<file path="src/rtl/game_pkg.sv">
// game_pkg: screen geometry, colours, object indices and renderer states shared by the game blocks.
package game_pkg;
  localparam logic [8:0] SCREEN_W = 9'd160;
  localparam logic [7:0] SCREEN_H = 8'd120;
  localparam logic [7:0] X_MAX = 8'd159;
  localparam logic [6:0] Y_MAX = 7'd119;
  localparam logic [2:0] PLAYER_WIDTH = 3'd3;
  localparam logic [2:0] BULLET_WIDTH = 3'd1;
  localparam logic [2:0] COL_PLAYER = 3'b010;
  localparam logic [2:0] COL_BULLET = 3'b111;
  localparam logic [2:0] COL_ENEMY = 3'b100;
  localparam logic [2:0] COL_BG = 3'b000;
  localparam int OBJ_PLAYER = 0;
  localparam int OBJ_BULLET = 1;
  localparam int OBJ_ENEMY0 = 2;
  typedef enum logic [1:0] {CLEAR, IDLE, ERASE, DRAW} state_t;
endpackage

</file>
<file path="src/rtl/sprite_render_scheduler_if.sv">
// sprite_render_scheduler_if: pixel write port from the scheduler to the VGA adapter.
interface sprite_render_scheduler_if;
  logic plot;
  logic [7:0] x;
  logic [6:0] y;
  logic [2:0] colour;
  modport master(output plot, x, y, colour);
  modport slave(input plot, x, y, colour);
endinterface

</file>
<file path="src/rtl/sprite_scan.sv">
// sprite_scan: row-major dx/dy walk over a w x w square with a last-pixel flag.
module sprite_scan (
  input  logic       clk,
  input  logic       resetn,
  input  logic       load,
  input  logic       step,
  input  logic [2:0] w_in,
  output logic [2:0] dx,
  output logic [2:0] dy,
  output logic       last
);
  logic [2:0] w;
  logic row_end;
  assign row_end = dx == w - 3'd1;
  assign last = row_end && dy == w - 3'd1;
  always_ff @(posedge clk) begin
    if (!resetn) begin
      w <= '0;
      dx <= '0;
      dy <= '0;
    end else if (load) begin
      w <= w_in;
      dx <= '0;
      dy <= '0;
    end else if (step) begin
      dx <= row_end ? '0 : dx + 3'd1;
      dy <= row_end ? dy + 3'd1 : dy;
    end
  end
endmodule

</file>
<file path="src/rtl/sprite_render_scheduler.sv">
// sprite_render_scheduler: arbitrates moving objects onto one pixel port, erasing and redrawing each sprite.
module sprite_render_scheduler import game_pkg::*; #(
  parameter int N_ENEMY = 4,
  parameter logic [2:0] PLAYER_COLOUR = COL_PLAYER,
  parameter logic [2:0] BULLET_COLOUR = COL_BULLET,
  parameter logic [2:0] ENEMY_COLOUR = COL_ENEMY,
  parameter logic [2:0] BG_COLOUR = COL_BG
) (
  input  logic                   clk,
  input  logic                   resetn,
  input  logic                   load_level,
  input  logic                   player_move,
  input  logic                   bullet_move,
  input  logic [N_ENEMY-1:0]     enemy_move,
  input  logic [7:0]             player_x,
  input  logic [6:0]             player_y,
  input  logic [7:0]             bullet_x,
  input  logic [6:0]             bullet_y,
  input  logic [8*N_ENEMY-1:0]   enemy_x,
  input  logic [7*N_ENEMY-1:0]   enemy_y,
  input  logic [3*N_ENEMY-1:0]   enemy_w,
  output logic                   busy,
  sprite_render_scheduler_if.master pix
);
  localparam int N_OBJ = N_ENEMY + 2;
  localparam int IW = $clog2(N_OBJ);
  state_t state, state_nx;
  logic rst, any, scan_load, last, clear_last;
  logic [N_OBJ-1:0] pending, moves, gmask;
  logic [N_OBJ-1:0][7:0] obj_x, shx;
  logic [N_OBJ-1:0][6:0] obj_y, shy;
  logic [N_OBJ-1:0][2:0] obj_w, obj_c, shw;
  logic [IW-1:0] gnt, cur;
  logic [7:0] sx, cx;
  logic [6:0] sy, cy;
  logic [2:0] sw, scan_w, dx, dy;
  logic [8:0] px;
  logic [7:0] py;
  assign rst = !resetn || load_level;
  assign moves = {enemy_move, bullet_move, player_move};
  assign any = |pending;
  assign gmask = (state == IDLE && any) ? {{(N_OBJ-1){1'b0}}, 1'b1} << gnt : '0;
  assign clear_last = cx == X_MAX && cy == Y_MAX;
  // ERASE walks the last-drawn square, DRAW the one snapshotted at grant
  assign px = {1'b0, state == ERASE ? shx[cur] : sx} + {6'd0, dx};
  assign py = {1'b0, state == ERASE ? shy[cur] : sy} + {5'd0, dy};
  always_comb begin
    obj_x = '0;
    obj_y = '0;
    obj_w = '0;
    obj_c = '0;
    obj_x[OBJ_PLAYER] = player_x;
    obj_y[OBJ_PLAYER] = player_y;
    obj_w[OBJ_PLAYER] = PLAYER_WIDTH;
    obj_c[OBJ_PLAYER] = PLAYER_COLOUR;
    obj_x[OBJ_BULLET] = bullet_x;
    obj_y[OBJ_BULLET] = bullet_y;
    obj_w[OBJ_BULLET] = BULLET_WIDTH;
    obj_c[OBJ_BULLET] = BULLET_COLOUR;
    for (int i = 0; i < N_ENEMY; i++) begin
      obj_x[OBJ_ENEMY0+i] = enemy_x[8*i +: 8];
      obj_y[OBJ_ENEMY0+i] = enemy_y[7*i +: 7];
      obj_w[OBJ_ENEMY0+i] = enemy_w[3*i +: 3];
      obj_c[OBJ_ENEMY0+i] = ENEMY_COLOUR;
    end
  end
  always_comb begin
    gnt = '0;
    for (int i = N_OBJ - 1; i >= 0; i--) if (pending[i]) gnt = IW'(i);
  end
  // empty squares are skipped outright so a service costs exactly its plot cycles
  always_comb begin
    state_nx = state;
    scan_load = 1'b0;
    scan_w = '0;
    unique case (state)
      CLEAR: state_nx = clear_last ? IDLE : CLEAR;
      IDLE: begin
        scan_load = any;
        scan_w = shw[gnt] != '0 ? shw[gnt] : obj_w[gnt];
        state_nx = !any ? IDLE : shw[gnt] != '0 ? ERASE : obj_w[gnt] != '0 ? DRAW : IDLE;
      end
      ERASE: begin
        scan_load = last && sw != '0;
        scan_w = sw;
        state_nx = !last ? ERASE : sw != '0 ? DRAW : IDLE;
      end
      DRAW: state_nx = last ? IDLE : DRAW;
    endcase
  end
  always_ff @(posedge clk) state <= rst ? CLEAR : state_nx;
  sprite_scan scan (
    .clk(clk), .resetn(!rst), .load(scan_load), .step(state == ERASE || state == DRAW),
    .w_in(scan_w), .dx(dx), .dy(dy), .last(last)
  );
  always_ff @(posedge clk) begin
    if (rst) begin
      pending <= '0;
      cx <= '0;
      cy <= '0;
      busy <= 1'b1;
      pix.plot <= 1'b0;
      pix.x <= '0;
      pix.y <= '0;
      pix.colour <= '0;
    end else begin
      busy <= state_nx != IDLE;
      pix.plot <= 1'b0;
      pending <= state == CLEAR && clear_last ? '1 : (pending & ~gmask) | moves;
      case (state)
        CLEAR: begin
          pix.plot <= 1'b1;
          pix.x <= cx;
          pix.y <= cy;
          pix.colour <= BG_COLOUR;
          cx <= cx == X_MAX ? '0 : cx + 8'd1;
          cy <= cx != X_MAX ? cy : (cy == Y_MAX ? '0 : cy + 7'd1);
          if (clear_last) shw <= '0;
        end
        IDLE: if (any) begin
          cur <= gnt;
          sx <= obj_x[gnt];
          sy <= obj_y[gnt];
          sw <= obj_w[gnt];
        end
        default: begin
          pix.plot <= px < SCREEN_W && py < SCREEN_H;
          pix.x <= px[7:0];
          pix.y <= py[6:0];
          pix.colour <= state == ERASE ? BG_COLOUR : obj_c[cur];
          if (last && (state == DRAW || sw == '0)) begin
            shx[cur] <= sx;
            shy[cur] <= sy;
            shw[cur] <= sw;
          end
        end
      endcase
    end
  end
endmodule

</file>
<file path="src/flat_wrapper.sv">
// flat-port wrapper written by rule: the top's interface ports become plain ports
module sprite_render_scheduler_flat import game_pkg::*;
#(
  parameter int N_ENEMY = 4,
  parameter logic [2:0] PLAYER_COLOUR = COL_PLAYER,
  parameter logic [2:0] BULLET_COLOUR = COL_BULLET,
  parameter logic [2:0] ENEMY_COLOUR = COL_ENEMY,
  parameter logic [2:0] BG_COLOUR = COL_BG
)
  (clk, resetn, load_level, player_move, bullet_move, enemy_move, player_x, player_y, bullet_x, bullet_y, enemy_x, enemy_y, enemy_w, busy, pix_plot, pix_x, pix_y, pix_colour);
  sprite_render_scheduler_if pix_i ();
  input  logic clk;
  input  logic resetn;
  input  logic load_level;
  input  logic player_move;
  input  logic bullet_move;
  input  logic [N_ENEMY-1:0] enemy_move;
  input  logic [7:0] player_x;
  input  logic [6:0] player_y;
  input  logic [7:0] bullet_x;
  input  logic [6:0] bullet_y;
  input  logic [8*N_ENEMY-1:0] enemy_x;
  input  logic [7*N_ENEMY-1:0] enemy_y;
  input  logic [3*N_ENEMY-1:0] enemy_w;
  output logic busy;
  output wire logic [$bits(pix_i.plot)-1:0] pix_plot;
  output wire logic [$bits(pix_i.x)-1:0] pix_x;
  output wire logic [$bits(pix_i.y)-1:0] pix_y;
  output wire logic [$bits(pix_i.colour)-1:0] pix_colour;
  assign pix_plot = pix_i.plot;
  assign pix_x = pix_i.x;
  assign pix_y = pix_i.y;
  assign pix_colour = pix_i.colour;
  sprite_render_scheduler #(.N_ENEMY(N_ENEMY), .PLAYER_COLOUR(PLAYER_COLOUR), .BULLET_COLOUR(BULLET_COLOUR), .ENEMY_COLOUR(ENEMY_COLOUR), .BG_COLOUR(BG_COLOUR)) u_core (.clk(clk), .resetn(resetn), .load_level(load_level), .player_move(player_move), .bullet_move(bullet_move), .enemy_move(enemy_move), .player_x(player_x), .player_y(player_y), .bullet_x(bullet_x), .bullet_y(bullet_y), .enemy_x(enemy_x), .enemy_y(enemy_y), .enemy_w(enemy_w), .busy(busy), .pix(pix_i));
endmodule
</file>
<file path="config.mk">
export PLATFORM = sky130hd
export DESIGN_NAME = sprite_render_scheduler_flat
export DESIGN_NICKNAME = d
export VERILOG_FILES = /design/src/rtl/game_pkg.sv /design/src/rtl/sprite_render_scheduler_if.sv /design/src/rtl/sprite_scan.sv /design/src/rtl/sprite_render_scheduler.sv /design/src/flat_wrapper.sv
export SDC_FILE = /design/constraint.sdc
export NUM_CORES = 1
export LEC_CHECK = 0
export BUFFER_PORTS_ARGS = -buffer_cell sky130_fd_sc_hd__buf_2
export CORE_MARGIN = 1
export CORE_UTILIZATION = 56
export CTS_CLUSTER_DIAMETER = 150
export CTS_CLUSTER_SIZE = 20
export DETAILED_ROUTE_END_ITERATION = 10
export HOLD_SLACK_MARGIN = 0.1
export PLACE_DENSITY = 0.8
export SYNTH_ARGS = -nofsm -noshare
export SYNTH_HDL_FRONTEND = slang
export SYNTH_SLANG_ARGS = --single-unit
</file>
<file path="constraint.sdc">
create_clock -name clk -period 7 [get_ports clk]
set_clock_uncertainty 0.1 [all_clocks]
set_input_delay 0.7 -clock clk [delete_from_list [all_inputs] [get_ports clk]]
set_output_delay 0.7 -clock clk [all_outputs]
set_load 0.1 [all_outputs]
</file>
==> impl_metrics.env, run 1 <==
export IMPL_critPathMaxFanout=20
export IMPL_yosys_warnings=0
export IMPL_hold_class="flip-flop to flip-flop"
export IMPL_antenna_found_initial=0
export IMPL_clkSinkCount=184
export IMPL_dr_pass1_iters=10
export IMPL_grt_overflow=0
export IMPL_hp_start="u_core.pix.x[4]"
export IMPL_cts_repair_resize_count=0
export IMPL_power_mw=2.232
export IMPL_grt_pass1_vias=6911
export IMPL_port_buffers=130
export IMPL_setup_viol=0
export IMPL_cts_clk_slew_worst_paths_ns=0.07
export IMPL_drive_above_1_share_pct=23.46
export IMPL_final_core_util_pct=65.92
export IMPL_synthMuxAreaShare_pct=4.514
export IMPL_switching_share_pct=24.08
export IMPL_design_core_area_mm2=0.01594
export IMPL_gp_congestion=0.8747
export IMPL_syn_avg_cell_area_um2=10.96
export IMPL_switchingPower_mw=0.5377
export IMPL_fin_crit_sh_pct=59.73
export IMPL_cp_slowest_cell="edfxtp_1"
export IMPL_area_growth_pct=14.88
export IMPL_critPathLaunchType="flip-flop"
export IMPL_postRouteAntennaNets=0
export IMPL_synth_fa_ha_area_share_pct=2.489
export IMPL_criticalPathCategory="flip-flop to flip-flop"
export IMPL_async_flop_share_pct=0
export IMPL_row_count=46
export IMPL_p_per_area_mw_per_mm2=212.4
export IMPL_pwr_share_comb_pct=6.1
export IMPL_synth_area_mm2=0.009148
export IMPL_cp_startpoint="u_core.cur[1]"
export IMPL_whs_ns=0.3763
export IMPL_die_h_um=129.8
export IMPL_synth_compound_area_share_pct=18.63
export IMPL_ys_seq_area_share_pct=54.38
export IMPL_cp_top_family="simple AND/OR/NAND/NOR gates"
export IMPL_die_w_um=129.8
export IMPL_end_kind="flip-flop"
export IMPL_clkLatencyLatePin_ns=0.45
export IMPL_numCtsBuffers=17
export IMPL_synth_simple_area_share_pct=13.99
export IMPL_rr_worst_depth=15
export IMPL_grt_start_max_net_pins=47
export IMPL_setup_slack_ns=2.819
export IMPL_via_count=7304
export IMPL_initial_core_util_pct=57.38
export IMPL_cts_tree="done"
export IMPL_endpoint="u_core.pix.x[7]"
export IMPL_syn_nets=963
export IMPL_nNetsFinal=1070
export IMPL_synth_top_family_by_area="compound AO/OA/AOI/OAI gates"
export IMPL_tightest_slew_ns=1.105
export IMPL_grt_pass1_wl_um=36420
export IMPL_ioPinCount=131
export IMPL_die_area_mm2=0.01685
export IMPL_pwr_share_seq_pct=52.0
export IMPL_setup_tns_ns=0
export IMPL_critical_path_max_stage_delay_ns=0.83
export IMPL_synth_ff_type="edfxtp_1"
export IMPL_cts_hold_buf=0
export IMPL_status="completed"
export IMPL_htree_levels=4
export IMPL_dpl_worst_slack_ns=2.899
export IMPL_cts_setup_buffers=0
export IMPL_reg2reg_to="u_core.pix.x[7]"
export IMPL_synth_distinct_cells=78
export IMPL_cts_root_buffer="clkbuf_16"
export IMPL_required_ns=7.22
export IMPL_remaining_drc_errors=0
export IMPL_rsz0062_at_grt="no"
export IMPL_relSlewSlack_pct=26.33
export IMPL_hpwl_um=15640
export IMPL_internal_power_mw=1.695
export IMPL_drv_cap=0
export IMPL_vias_per_cell=6.237
export IMPL_reg2reg_from="u_core.cur[1]"
export IMPL_grt_usage_pct=28.73
export IMPL_wl_per_cell_um=19.56
export IMPL_period_minus_slack_ns=4.181
export IMPL_max_freq_ghz=0.2392
export IMPL_hold_violations=0
export IMPL_crit_chain="buf_4 > nor2b_1 > buf_4 > a221oi_1 > a21oi_1 > mux2i_1 > inv_1 > ha_1 > a21o_1 > a21oi_1 > or2_2 > nor4_4 > nand3_1 > xnor2_1 > o22ai_1"
export IMPL_ys_ff_latch=184
export IMPL_clock_power_share_pct=41.9
export IMPL_worst_path_buf_inv=3
export IMPL_power_leakage_nw=3.855
export IMPL_crit_arrival_ns=4.40
export IMPL_routed_wl_um=22910
export IMPL_cp_depth=15
export IMPL_synth_xor_area_share_pct=2.202
export IMPL_synth_edf_count=129
export IMPL_synthCells=835
export IMPL_drt_iter0_markers=786
export IMPL_drv_slew=0
export IMPL_r2r_slack_ns=2.82
export IMPL_antenna_cells=0
export IMPL_min_delay_path_depth=2
export IMPL_ir_worst_vdd_v=0.0001793
export IMPL_clock_path_buffers=2
[power by group through the flow]
stage / Combinational, mW / Clock (mW) / Sequential (mW)
floorplan: 0.0807 / 0 / 1.19
global placement: 0.130 / 0 / 1.19
detailed placement: 0.132 / 0 / 1.19
CTS: 0.134 / 0.944 / 1.16
global route: 0.147 / 0.981 / 1.16
finish: 0.135 / 0.935 / 1.16
[state kept, by name, indices dropped and copies added (netlist names), 6 cells and up, named ones only]
register	count
u_core.shx	48
u_core.cy	7
u_core.pending	6
u_core.shw	18
u_core.sy	7
u_core.pix.y	7
u_core.cx	8
u_core.pix.x	8
u_core.sx	8
u_core.shy	42
[cell type report]
type | instances | area [µm²]
clock buffers | 17 | 425.4
clock inverters | 15 | 156.4
fillers | 1187 | 5434
inverters | 22 | 82.58
multi-input cells | 574 | 3851
flip-flops and latches | 184 | 4975
well taps | 216 | 270.3
repair buffers | 143 | 748.2
[layout by cell type, fill, tap and decap left out, types with 17 or more instances in the layout]
master     instances
a21oi_1           90
a222oi_1          17
buf_2            130
clkbuf_16         17
dfxtp_1           55
edfxtp_1         129
inv_1             21
mux2i_1           24
nand2_1           62
nand3_1           21
nor2_1            74
o21ai_0           25
[synthesized netlist by cell type, types with 5 or more instances]
| library cell | number | share of area [%] |
|---|---|---|
| and3_1 | 7 | 0.48 |
| or2_2 | 5 | 0.34 |
| nor3_1 | 16 | 0.88 |
| ha_1 | 15 | 2.1 |
| dfxtp_1 | 55 | 12 |
| a221o_1 | 15 | 1.6 |
| mux2_2 | 14 | 1.7 |
| nor2b_1 | 13 | 0.89 |
| nor4_1 | 5 | 0.34 |
| a22o_1 | 5 | 0.48 |
| a22oi_1 | 8 | 0.66 |
| nand2_1 | 62 | 2.5 |
| clkbuf_1 | 24 | 0.98 |
| and2_1 | 5 | 0.34 |
| nand2b_1 | 14 | 0.96 |
| xnor2_1 | 10 | 0.96 |
| buf_2 | 13 | 0.71 |
| buf_1 | 10 | 0.41 |
| mux2i_1 | 24 | 2.6 |
| buf_4 | 5 | 0.41 |
| a222oi_1 | 17 | 1.9 |
| a221oi_1 | 12 | 1.1 |
| inv_1 | 21 | 0.86 |
| edfxtp_1 | 129 | 42 |
| nand3_1 | 21 | 1.1 |
| a21o_1 | 9 | 0.74 |
| xor2_1 | 13 | 1.2 |
| o21ai_0 | 25 | 1.4 |
| a21oi_1 | 90 | 4.9 |
| a31oi_1 | 7 | 0.48 |
| nor2_1 | 77 | 3.2 |
| a211oi_1 | 7 | 0.57 |
| o22ai_1 | 5 | 0.34 |
[worst min path at each step]
| stage | end | slack, ns |
|---|---|---|
| 2_1_floorplan | u_core.cx[7] | 0.37 |
| 3_3_place_gp | u_core.pix.x[4] | 0.35 |
| 3_5_place_dp | u_core.pix.x[4] | 0.36 |
| 4_1_cts | u_core.pix.x[4] | 0.37 |
| 5_1_grt | u_core.pix.x[4] | 0.39 |
| 6_report | u_core.pix.x[4] | 0.38 |
[tightest hold or removal path: cells and delay by family (launching register included)]
family          cells  cell delay, ns
compound gates      1            0.05
flops               1            0.32
simple gates        1            0.06
[metal layers]
metal / GRT usage [%] / vias up / part of all wire, %
met1: 38.64 / 3536 / 42
li1: - / 3386 / -
met3: 4.838 / 35 / 7.6
met4: 11.15 / 0 / 2.2
met2: 46.81 / 347 / 48
met5: 0 / - / 0
[stage by stage]
step / cells / cell area, µm²
detailed placement: 1139 / 9927
global route: 1171 / 10510
global placement: 1139 / 9927
finish: 1171 / 10510
floorplan: 835 / 9148
CTS: 1171 / 10510
[cell families (layout without fill, tap and decap cells)]
group / Yosys count / count (layout)
compound gates: 240 / 240
xor+xnor: 23 / 23
simple gates: 255 / 255
buf+inv: 77 / 197
flops: 184 / 184
mux: 39 / 39
fa+ha+maj: 17 / 17
Power figures use the tool's default switching activity.
==> run 2, diff against run 1 <==
==> constraint.sdc (replaced) <==
create_clock -name clk -period 4.3 [get_ports clk]
set_clock_uncertainty 0.1 [all_clocks]
set_input_delay 0.43 -clock clk [delete_from_list [all_inputs] [get_ports clk]]
set_output_delay 0.43 -clock clk [all_outputs]
set_load 0.1 [all_outputs]
==> impl_metrics.env, run 2 (synthesis results as in run 1) <==
export IMPL_status="completed"
export IMPL_layout_commonest_cell="buf_2"
export IMPL_die_w_um=129.8
export IMPL_grt_usage_pct=29.46
export IMPL_reg_largest_list="u_core.shx x48, u_core.shy x42, u_core.shw x18"
export IMPL_port_buffers=130
export IMPL_cts_hold_buf=0
export IMPL_setup_slack_ns=0.5920
export IMPL_grt_pass1_vias=7051
export IMPL_critPathLaunchType="flip-flop"
export IMPL_power_mw=3.664
export IMPL_relSlewSlack_pct=31.95
export IMPL_hold_class="input pin to flip-flop"
export IMPL_remaining_drc_errors=0
export IMPL_grt_start_max_net_pins=44
export IMPL_grt_pass1_wl_um=37160
export IMPL_criticalPathCategory="flip-flop to flip-flop"
export IMPL_via_count=7360
export IMPL_postRouteAntennaNets=0
export IMPL_design_core_area_mm2=0.01594
export IMPL_whs_ns=0.1241
export IMPL_switchingPower_mw=0.7768
export IMPL_drive_above_1_share_pct=23.60
export IMPL_initial_core_util_pct=57.38
export IMPL_p_per_area_mw_per_mm2=346.2
export IMPL_largest_reg_flops=48
export IMPL_wl_per_cell_um=19.98
export IMPL_setup_tns_ns=0
export IMPL_max_freq_ghz=0.2697
export IMPL_dpl_worst_slack_ns=0.7029
export IMPL_cts_setup_buffers=0
export IMPL_cts_root_buffer="clkbuf_16"
export IMPL_numCtsBuffers=17
export IMPL_grt_met2_usage_pct=47.94
export IMPL_cp_slowest_cell="edfxtp_1"
export IMPL_nNetsFinal=1082
export IMPL_dr_pass1_iters=7
export IMPL_crit_chain="buf_4 > and3b_1 > a22oi_1 > a41oi_1 > ha_1 > inv_1 > fa_1 > nor2b_1 > nor2_1 > nor3_1 > nand3b_1 > mux2i_1 > a32o_1"
export IMPL_grtUsageMet1_pct=39.14
export IMPL_ioPinCount=131
export IMPL_hpwl_um=16410
export IMPL_critPathMaxFanout=18
export IMPL_tightest_slew_ns=1.017
export IMPL_pwr_share_seq_pct=51.6
export IMPL_die_h_um=129.8
export IMPL_hold_violations=0
export IMPL_grt_busiest_layer="met2"
export IMPL_clock_power_share_pct=42.4
export IMPL_row_count=46
export IMPL_setup_viol=0
export IMPL_htree_levels=4
export IMPL_antenna_cells=0
export IMPL_grt_overflow=0
export IMPL_die_area_mm2=0.01685
export IMPL_gp_congestion=0.8885
export IMPL_drv_slew=0
export IMPL_cts_clk_slew_worst_paths_ns=0.07
export IMPL_internal_power_mw=2.888
export IMPL_clock_path_buffers=2
export IMPL_regMostFlops="u_core.shx"
export IMPL_end_kind="flip-flop"
export IMPL_critical_path_max_stage_delay_ns=0.57
export IMPL_drv_cap=0
export IMPL_fin_crit_sh_pct=86.23
export IMPL_clkLatencyLatePin_ns=0.43
export IMPL_pwr_share_comb_pct=5.9
export IMPL_required_ns=4.53
export IMPL_crit_arrival_ns=3.93
export IMPL_vias_per_cell=6.227
export IMPL_drt_iter0_markers=808
export IMPL_mostFrequentLayoutCells="buf_2, edfxtp_1, a21oi_1"
export IMPL_rsz0062_at_grt="no"
export IMPL_switching_share_pct=21.20
export IMPL_cts_repair_resize_count=0
export IMPL_antenna_found_initial=0
export IMPL_power_leakage_nw=3.910
export IMPL_clkSinkCount=184
export IMPL_period_minus_slack_ns=3.708
export IMPL_routed_wl_um=23620
export IMPL_area_growth_pct=15.72
export IMPL_cts_tree="done"
export IMPL_grt_use_met3_pct=5.371
export IMPL_ir_worst_vdd_v=0.0002716
==> run 2: through the flow <==
stage	cell area, µm²	instances	utilization [%]
3_3_place_gp	10000	1151	62.75
5_1_grt	10590	1182	66.39
6_report	10590	1182	66.39
4_1_cts	10590	1182	66.39
3_5_place_dp	10000	1151	62.75
2_1_floorplan	9148	835	-
==> run 2: routing by layer <==
metal / part of all wire, % / vias to the layer above
li1: - / 3402
met1: 43 / 3532
met2: 48 / 374
met3: 6.6 / 52
met4: 3.1 / 0
met5: 0 / -
==> run 2: final timing paths <==
path / start / endpoint / slack [ns] / depth (start not counted)
max: u_core.cur[1] / u_core.pix.y[6] / 0.59 / 13
min: enemy_move[3] / u_core.pending[5] / 0.12 / 3
max reg2reg: u_core.cur[1] / u_core.pix.y[6] / 0.59 / 13
min reg2reg: u_core.pix.x[4] / u_core.pix.x[4] / 0.38 / 2
==> run 2: area by class of cell <==
cell class	instances	area, µm²
timing repair buffer	155	838.3
clock buffer	17	425.4
multi-input combinational	574	3839
inverter	22	82.58
clock inverter	14	155.1
fill	1233	5358
tap	216	270.3
sequential	184	4975
==> run 2: worst max-delay path: cells and delay by family (launching register included) <==
kind | cells | cell delay [ns]
AOI/OAI and AO/OA | 3 | 0.61
muxes | 1 | 0.15
and+or+nand+nor | 5 | 1.22
DFF | 1 | 0.57
buffers and inverters | 2 | 0.37
adders and majority gates | 2 | 0.58
==> run 2: power by group through the flow <==
stage          registers, mW  clock network [mW]  logic [mW]
2_1_floorplan           1.93                   0       0.131
3_3_place_gp            1.93                   0       0.212
3_5_place_dp            1.93                   0       0.215
4_1_cts                 1.89                1.56       0.216
5_1_grt                 1.89                1.63       0.237
6_report                1.89                1.55       0.218
==> run 3, diff against run 2 <==
--- a/config.mk
+++ b/config.mk
@@ -5,14 +5,14 @@
 export SDC_FILE = /design/constraint.sdc
 export NUM_CORES = 1
 export LEC_CHECK = 0
-export BUFFER_PORTS_ARGS = -buffer_cell sky130_fd_sc_hd__buf_2
-export CORE_MARGIN = 1
+export CORE_MARGIN = 5
 export CORE_UTILIZATION = 56
 export CTS_CLUSTER_DIAMETER = 150
 export CTS_CLUSTER_SIZE = 20
 export DETAILED_ROUTE_END_ITERATION = 10
+export DONT_BUFFER_PORTS = 1
 export HOLD_SLACK_MARGIN = 0.1
-export PLACE_DENSITY = 0.8
+export PLACE_DENSITY = 0.73
 export SYNTH_ARGS = -nofsm -noshare
 export SYNTH_HDL_FRONTEND = slang
 export SYNTH_SLANG_ARGS = --single-unit
==> impl_metrics.env, run 3 (synthesis results as in run 1) <==
export IMPL_numCtsBuffers=17
export IMPL_reg2reg_from="u_core.cur[2]"
export IMPL_rsz0062_at_grt="no"
export IMPL_drv_cap=0
export IMPL_mostFrequentLayoutCells="edfxtp_1, a21oi_1, nor2_1"
export IMPL_clkSinkCount=184
export IMPL_cts_root_buffer="clkbuf_16"
export IMPL_reg2reg_to="u_core.pix.x[7]"
export IMPL_rr_worst_depth=14
export IMPL_tightest_slew_ns=1.024
export IMPL_vias_per_cell=6.613
export IMPL_drv_slew=0
export IMPL_grt_pass1_wl_um=37440
export IMPL_cts_clk_slew_worst_paths_ns=0.07
export IMPL_critPathMaxFanout=12
export IMPL_antenna_found_initial=0
export IMPL_place_inst=1022
export IMPL_critical_path_max_stage_delay_ns=0.56
export IMPL_area_growth_pct=9.137
export IMPL_final_core_util_pct=62.62
export IMPL_initial_core_util_pct=57.38
export IMPL_min_delay_path_depth=2
export IMPL_status="completed"
export IMPL_die_w_um=137.8
export IMPL_cts_tree="done"
export IMPL_worst_path_buf_inv=3
export IMPL_die_h_um=137.8
export IMPL_power_leakage_nw=3.399
export IMPL_hpwl_um=16760
export IMPL_p_per_area_mw_per_mm2=355.6
export IMPL_wl_met1_um=9853
export IMPL_drive_above_1_share_pct=11.48
export IMPL_end_kind="flip-flop"
export IMPL_antenna_cells=0
export IMPL_r2r_slack_ns=0.71
export IMPL_drt_iter0_markers=736
export IMPL_layout_commonest_cell="edfxtp_1"
export IMPL_routed_wl_met2_um=11320
export IMPL_ioPinCount=131
export IMPL_regMostFlops="u_core.shx"
export IMPL_via_count=7016
export IMPL_clkLatencyLatePin_ns=0.43
export IMPL_cp_slowest_cell="edfxtp_1"
export IMPL_hp_start="enemy_move[2]"
export IMPL_design_core_area_mm2=0.01594
export IMPL_cp_depth=14
export IMPL_cts_setup_buffers=0
export IMPL_postRouteAntennaNets=0
export IMPL_ir_worst_vdd_v=0.0002802
export IMPL_htree_levels=4
export IMPL_cts_repair_resize_count=0
export IMPL_grt_overflow=0
export IMPL_gp_congestion=0.9285
export IMPL_highest_layer="met4"
export IMPL_dr_pass1_iters=8
export IMPL_cp_top_family="simple AND/OR/NAND/NOR gates"
export IMPL_clock_path_buffers=2
export IMPL_grt_pass1_vias=6887
export IMPL_port_buffers=0
export IMPL_dr_wl_met3_um=2052
export IMPL_grt_start_max_net_pins=36
export IMPL_hold_violations=0
export IMPL_relSlewSlack_pct=31.62
export IMPL_remaining_drc_errors=0
export IMPL_hold_class="input pin to flip-flop"
export IMPL_period_minus_slack_ns=3.594
export IMPL_crit_chain="buf_4 > inv_1 > a221oi_1 > a21oi_1 > mux2i_1 > inv_1 > ha_1 > a21o_1 > a21oi_1 > or2_2 > nor4_4 > nand3_1 > xnor2_1 > o22ai_1"
export IMPL_row_count=46
export IMPL_die_area_mm2=0.01899
export IMPL_criticalPathCategory="flip-flop to flip-flop"
export IMPL_fillerInstances=1262
export IMPL_setup_viol=0
export IMPL_fin_crit_sh_pct=83.57
export IMPL_grt_usage_pct=25.75
export IMPL_cts_hold_buf=7
export IMPL_final_cells=1061
export IMPL_setup_tns_ns=0
export IMPL_reg_largest_list="u_core.shx x48, u_core.shy x42, u_core.shw x18"
export IMPL_critPathLaunchType="flip-flop"
export IMPL_whs_endpoint="u_core.pending[4]"
export IMPL_routed_wl_um=23710
export IMPL_crit_arrival_ns=3.79
export IMPL_power_mw=3.550
export IMPL_max_freq_ghz=0.2783
export IMPL_required_ns=4.50
export IMPL_wl_per_cell_um=22.35
export IMPL_nNetsFinal=960
export IMPL_largest_reg_flops=48
==> run 3: changes by cell type in the layout (fill, tap and decap cells not counted), sizes merged <==
cell / change
clkinvlp: -4
inv: +3
bufinv: -2
buf: -129
dlygate4sd3: +7
clkinv: +1
clkbuf: +3
==> run 3: worst max-delay path by stage <==
| stage | to | start | slack [ns] |
|---|---|---|---|
| floorplan | u_core.pix.x[7] | u_core.cur[1] | 0.70 |
| global placement | u_core.pix.x[7] | u_core.cur[1] | 0.93 |
| detailed placement | u_core.pix.plot | u_core.cur[1] | 0.73 |
| CTS | u_core.pix.x[7] | u_core.cur[1] | 0.71 |
| global route | u_core.pix.x[7] | u_core.cur[2] | 0.33 |
| finish | u_core.pix.x[7] | u_core.cur[2] | 0.71 |
==> run 3: power by group <==
group          internal, mW  switching [mW]
registers              1.88          0.0146
clock network         0.807           0.675
logic                0.0708          0.0988
==> run 3: through the flow <==
step / hold slack [ns] / area, µm² / worst slack [ns]
floorplan: 0.3661 / 9148 / 0.6952
global placement: 0.3929 / 9361 / 0.9297
detailed placement: 0.4028 / 9361 / 0.7331
CTS: 0.1026 / 9983 / 0.7085
global route: 0.1082 / 9983 / 0.3335
finish: 0.1148 / 9983 / 0.7063
==> run 3: layout make-up <==
cell class                      count  area, µm²  area share [%]
Sequential cell                   184       4975           49.83
Clock inverter                     12      115.1           1.153
Timing Repair Buffer               33      265.3           2.657
Tap cell                          216      270.3           2.707
Clock buffer                       20      436.7           4.374
Inverter                           22      82.58          0.8272
Multi-Input combinational cell    574       3839           38.45
==> run 3: per-layer routing <==
| metal | global-route usage (%) | vias to the layer above |
|---|---|---|
| li1 | - | 3165 |
| met1 | 36.14 | 3403 |
| met2 | 40.46 | 412 |
| met3 | 4.931 | 36 |
| met4 | 8.727 | 0 |
| met5 | 0 | - |
